--- src/rtl/serial_subtractor.sv ---
// serial_subtractor: bit-serial a - b, LSB first, one bit per clock.
// A single full-subtractor cell plus a borrow flip-flop walks WIDTH bits.
// The start/done handshake is driven by an IDLE -> SHIFT -> DONE FSM.
// diff/bout update only when a result completes, so they hold the last
// result while the next operation is shifting.
// Optional feature: define SUB_OVF_EN to add the signed-overflow output ovf.
module serial_subtractor #(
    parameter int WIDTH = 8
) (
    input  logic             clk,
    input  logic             rst,
    input  logic             start,
    input  logic [WIDTH-1:0] a,
    input  logic [WIDTH-1:0] b,
    output logic             busy,
    output logic             done,
    output logic [WIDTH-1:0] diff,
    output logic             bout
`ifdef SUB_OVF_EN
    ,
    output logic             ovf
`endif
);

    localparam int CW = $clog2(WIDTH);
    localparam logic [CW-1:0] LAST_BIT = CW'(WIDTH - 1);

    typedef enum logic [1:0] {
        IDLE  = 2'd0,
        SHIFT = 2'd1,
        DONE  = 2'd2
    } state_t;

    state_t           state_q;
    logic [WIDTH-1:0] sreg_a_q;
    logic [WIDTH-1:0] sreg_b_q;
    logic [WIDTH-1:0] res_q;
    logic [CW-1:0]    cnt_q;
    logic             borrow_q;
    logic             busy_q;
    logic             done_q;
    logic [WIDTH-1:0] diff_q;
    logic             bout_q;

    logic             dbit_d;
    logic             borrow_d;
    logic [WIDTH-1:0] res_d;

`ifdef SUB_OVF_EN
    logic a_msb_q;
    logic b_msb_q;
    logic ovf_q;
`endif

    // Full-subtractor cell on the current LSBs and the stored borrow.
    always_comb begin
        dbit_d   = sreg_a_q[0] ^ sreg_b_q[0] ^ borrow_q;
        borrow_d = (~sreg_a_q[0] & sreg_b_q[0]) |
                   (~(sreg_a_q[0] ^ sreg_b_q[0]) & borrow_q);
        res_d    = {dbit_d, res_q[WIDTH-1:1]};
    end

    // Control FSM and datapath registers; every output is registered here.
    always_ff @(posedge clk) begin
        if (rst) begin
            state_q  <= IDLE;
            sreg_a_q <= '0;
            sreg_b_q <= '0;
            res_q    <= '0;
            cnt_q    <= '0;
            borrow_q <= 1'b0;
            busy_q   <= 1'b0;
            done_q   <= 1'b0;
            diff_q   <= '0;
            bout_q   <= 1'b0;
`ifdef SUB_OVF_EN
            a_msb_q  <= 1'b0;
            b_msb_q  <= 1'b0;
            ovf_q    <= 1'b0;
`endif
        end else begin
            case (state_q)
                IDLE: begin
                    if (start) begin
                        sreg_a_q <= a;
                        sreg_b_q <= b;
                        borrow_q <= 1'b0;
                        cnt_q    <= '0;
                        busy_q   <= 1'b1;
                        state_q  <= SHIFT;
`ifdef SUB_OVF_EN
                        a_msb_q  <= a[WIDTH-1];
                        b_msb_q  <= b[WIDTH-1];
`endif
                    end
                end
                SHIFT: begin
                    sreg_a_q <= sreg_a_q >> 1;
                    sreg_b_q <= sreg_b_q >> 1;
                    res_q    <= res_d;
                    borrow_q <= borrow_d;
                    cnt_q    <= cnt_q + CW'(1);
                    if (cnt_q == LAST_BIT) begin
                        // Last bit: publish the complete result with done.
                        diff_q  <= res_d;
                        bout_q  <= borrow_d;
                        busy_q  <= 1'b0;
                        done_q  <= 1'b1;
                        state_q <= DONE;
`ifdef SUB_OVF_EN
                        // dbit_d is the MSB of the finished difference.
                        ovf_q   <= (a_msb_q != b_msb_q) && (dbit_d != a_msb_q);
`endif
                    end
                end
                DONE: begin
                    done_q  <= 1'b0;
                    state_q <= IDLE;
                end
                default: begin
                    busy_q  <= 1'b0;
                    done_q  <= 1'b0;
                    state_q <= IDLE;
                end
            endcase
        end
    end

    assign busy = busy_q;
    assign done = done_q;
    assign diff = diff_q;
    assign bout = bout_q;
`ifdef SUB_OVF_EN
    assign ovf  = ovf_q;
`endif

endmodule

--- config.mk ---
export PLATFORM = sky130hd
export DESIGN_NAME = serial_subtractor
export DESIGN_NICKNAME = d
export VERILOG_FILES = /design/src/rtl/serial_subtractor.sv
export SDC_FILE = /design/constraint.sdc
export NUM_CORES = 1
export LEC_CHECK = 0
export BUFFER_PORTS_ARGS = -buffer_cell sky130_fd_sc_hd__buf_2
export CELL_PAD_IN_SITES_DETAIL_PLACEMENT = 0
export CELL_PAD_IN_SITES_GLOBAL_PLACEMENT = 1
export CORE_ASPECT_RATIO = 1.2
export CORE_MARGIN = 2
export CORE_UTILIZATION = 45
export DETAILED_ROUTE_END_ITERATION = 16
export MAX_ROUTING_LAYER = met4
export PLACE_DENSITY_LB_ADDON = 0.1
export SETUP_SLACK_MARGIN = 0.4
export SLEW_MARGIN = 20
export SYNTH_ARGS = -nofsm -noshare
export SYNTH_HDL_FRONTEND = slang
export SYNTH_SLANG_ARGS = --single-unit
export TNS_END_PERCENT = 50
--- constraint.sdc ---
create_clock -name clk -period 4.2 [get_ports clk]
set_input_delay 0.84 -clock clk [delete_from_list [all_inputs] [get_ports clk]]
set_output_delay 0.84 -clock clk [all_outputs]
set_load 0.03 [all_outputs]
==> metrics.txt <==
WL/cell 11.8 um; vias in the first global route 1255; uppermost layer routed met4; Clock Skew 6.51 ps; area leader, netlist dfxtp_1; Synth top cells by count dfxtp_1, nand2_1, a21oi_1, nor2_1, mux2i_1; Gate power share 12.3%; Post-Route Setup TNS 0 ps; share of flip-flops with an asynchronous set or reset 0%; initial antenna violation count 0; Initial Util 47.3%; Max VDD drop 0.272 mV; Critical Path Source Type input pin; WL met2 1600 um; Final min period 1830 ps; CTS root buf clkbuf_8; Lkg Pwr 0.000752 uW; 1st-pass router iterations 4; synthesized instance count 180; Syn-to-layout area delta 12.3%; Overflow after GRT 0; synthesized area 0.00173 mm2; initial detailed-routing violation count 60; WHS 453 ps; # placed instances 249; synth top area cells dfxtp_1, a211oi_2, mux2i_1, nand2_1, a21oi_1; Layout Nets 226; share of the synthesized area in the top cell type 46.2%; #FFs+latches synth 40; CTS hold repair buffers 0; Main synth FF type dfxtp_1; H-tree depth reported by CTS 2; mean area per synthesized cell 9.63 um2; max-cap violations 0; WP buf/inv 2; sequential-to-total area share from yosys stat 46.2%; CTS tree built; Via Count 1268; Sw Share 25.5%; CP arrival 2040 ps; Post-Route M1 WL 1270 um; cells along the critical path buf_2 -> o21ba_1 -> buf_4 -> nor2_1 -> a211oi_2; Residual DRC 0; CORE AREA 0.00366 mm2; power share of the sequential group 53.3%; layout cell share with drive strength beyond 1 28.8%; Mapped Nets 202; status completed; Tcrit/Tclk final 43.6%; crit-path max FO 16; Cell Int Power 571 uW; Cell Rows 24; worst min path class flop to flop; first-pass GRT wire length 5160 um; GPL Wtd Cong 0.710; Yosys Warn Count 0; count of cells resized by post-cts repair 0; max incr delay on CP 460 ps; IO Pins 30; EDFF count, synth 0; final std cells w/o fill 257; most frequent cell after synthesis dfxtp_1; Vias/cell 4.93; clock buffer count from CTS 5; DRT antenna net count 0; largest net degree at the start of global routing 42; Routed WL 3030 um; CTS sink cnt 40; WS Path Type input pin to flop; RSZ-0062 raised after global routing false; Slew HR 42.6%; CP delay by family, top compound AO/OA/AOI/OAI gates; fmax 546 MHz; Pins Over Slew Limit 0; antenna diode count 0; Worst Tran Pin Value 861 ps; CTS clk-pin slew, worst paths 80 ps; critical path endpoint category flop; wire length on met3 114 um; Setup WS pre-CTS 2050 ps; Max Root-Sink Buffers 2; final count of hold timing violations 0; port buffer count 29; die area 0.00437 mm2; Critical-path top delay cell o21ba_1; # Post-CTS Setup Buffers 0; Worst Path Required 4410 ps; pwr dens 394 mW/mm2; post-layout util 53.2%; worst skew pair latency 290 ps; clock network fraction of total power 34.4%; Final setup viols 0; hpwl dp 2080 um; die height 72.0 um; Die X 60.7 um; P_sw 196 uW; total global-route track usage 15.9%; Setup WS post-layout 2370 ps; Cell variety after synth 29
[power groups by stage]
stage | Clock (uW) | Sequential, uW | Combinational [uW]
finish | 264 | 409 | 94.6
global route | 289 | 411 | 106
detailed placement | 0 | 418 | 95.8
floorplan | 0 | 418 | 81.2
CTS | 276 | 409 | 96.1
global placement | 0 | 417 | 93.1
[cell type report]
type	instances	area [um2]
inverters	4	15.0
fillers	363	1720
multi-input cells	122	810
flip-flops and latches	40	801
clock inverters	2	15.0
well taps	52	65.1
clock buffers	6	82.6
repair buffers	31	160
[per-layer routing]
metal	track usage, %	up-vias
li1	-	658
met1	17.4	580
met2	27.0	24
met3	3.92	6
met4	6.52	0
met5	-	-
[registers in the layout (all words and copies together), names as in the netlist, 2 cells and up]
register and count:
cnt_q 3, diff 8, res_q 7, sreg_a_q 8
sreg_b_q 8, state_q 2
[final timing paths]
check	startpoint	to	slack, ps	depth (start not counted)
worst min register to register	diff[2]	diff[2]	450	2
worst max register to register	state_q[1]	sreg_b_q[1]	2500	4
worst max-delay path	start	sreg_b_q[1]	2370	5
worst min-delay path	diff[2]	diff[2]	450	2
[cells by family after synthesis]
logic type      after synthesis  synth area share, %
buf+inv                      18                 7.14
simple gates                 62                 15.6
compound gates               42                 19.8
fa+ha+maj                     3                 2.60
flops                        40                 46.2
mux                          15                 8.66
[worst min-delay path, delay by kind of cell, from the launching register on]
kind / cells / cell delay (ps)
simple gates: 1 / 50
compound gates: 1 / 50
flops: 1 / 310
[layout by cell type (no fill, tap or decap), drive strengths merged]
master and instances:
nand2 31, clkinvlp 2, ha 2, clkbuf 6
a2bb2oi 1, nand3b 1, nand2b 1, and3b 1
nor2b 2, a21oi 19, o31ai 1, fa 1
or3b 1, inv 4, nor3 1, o21bai 1
buf 31, a32oi 2, a22oi 2, a211oi 15
dfxtp 40, mux2i 15, o21ba 1, nor2 24
[stage by stage]
step	instance area, um2	power (uW)
after CTS	1950	781
final	1950	767
after detailed placement	1850	514
after floorplan	1730	499
after global placement	1850	510
after global routing	1950	806
Power figures use the tool's default switching activity.
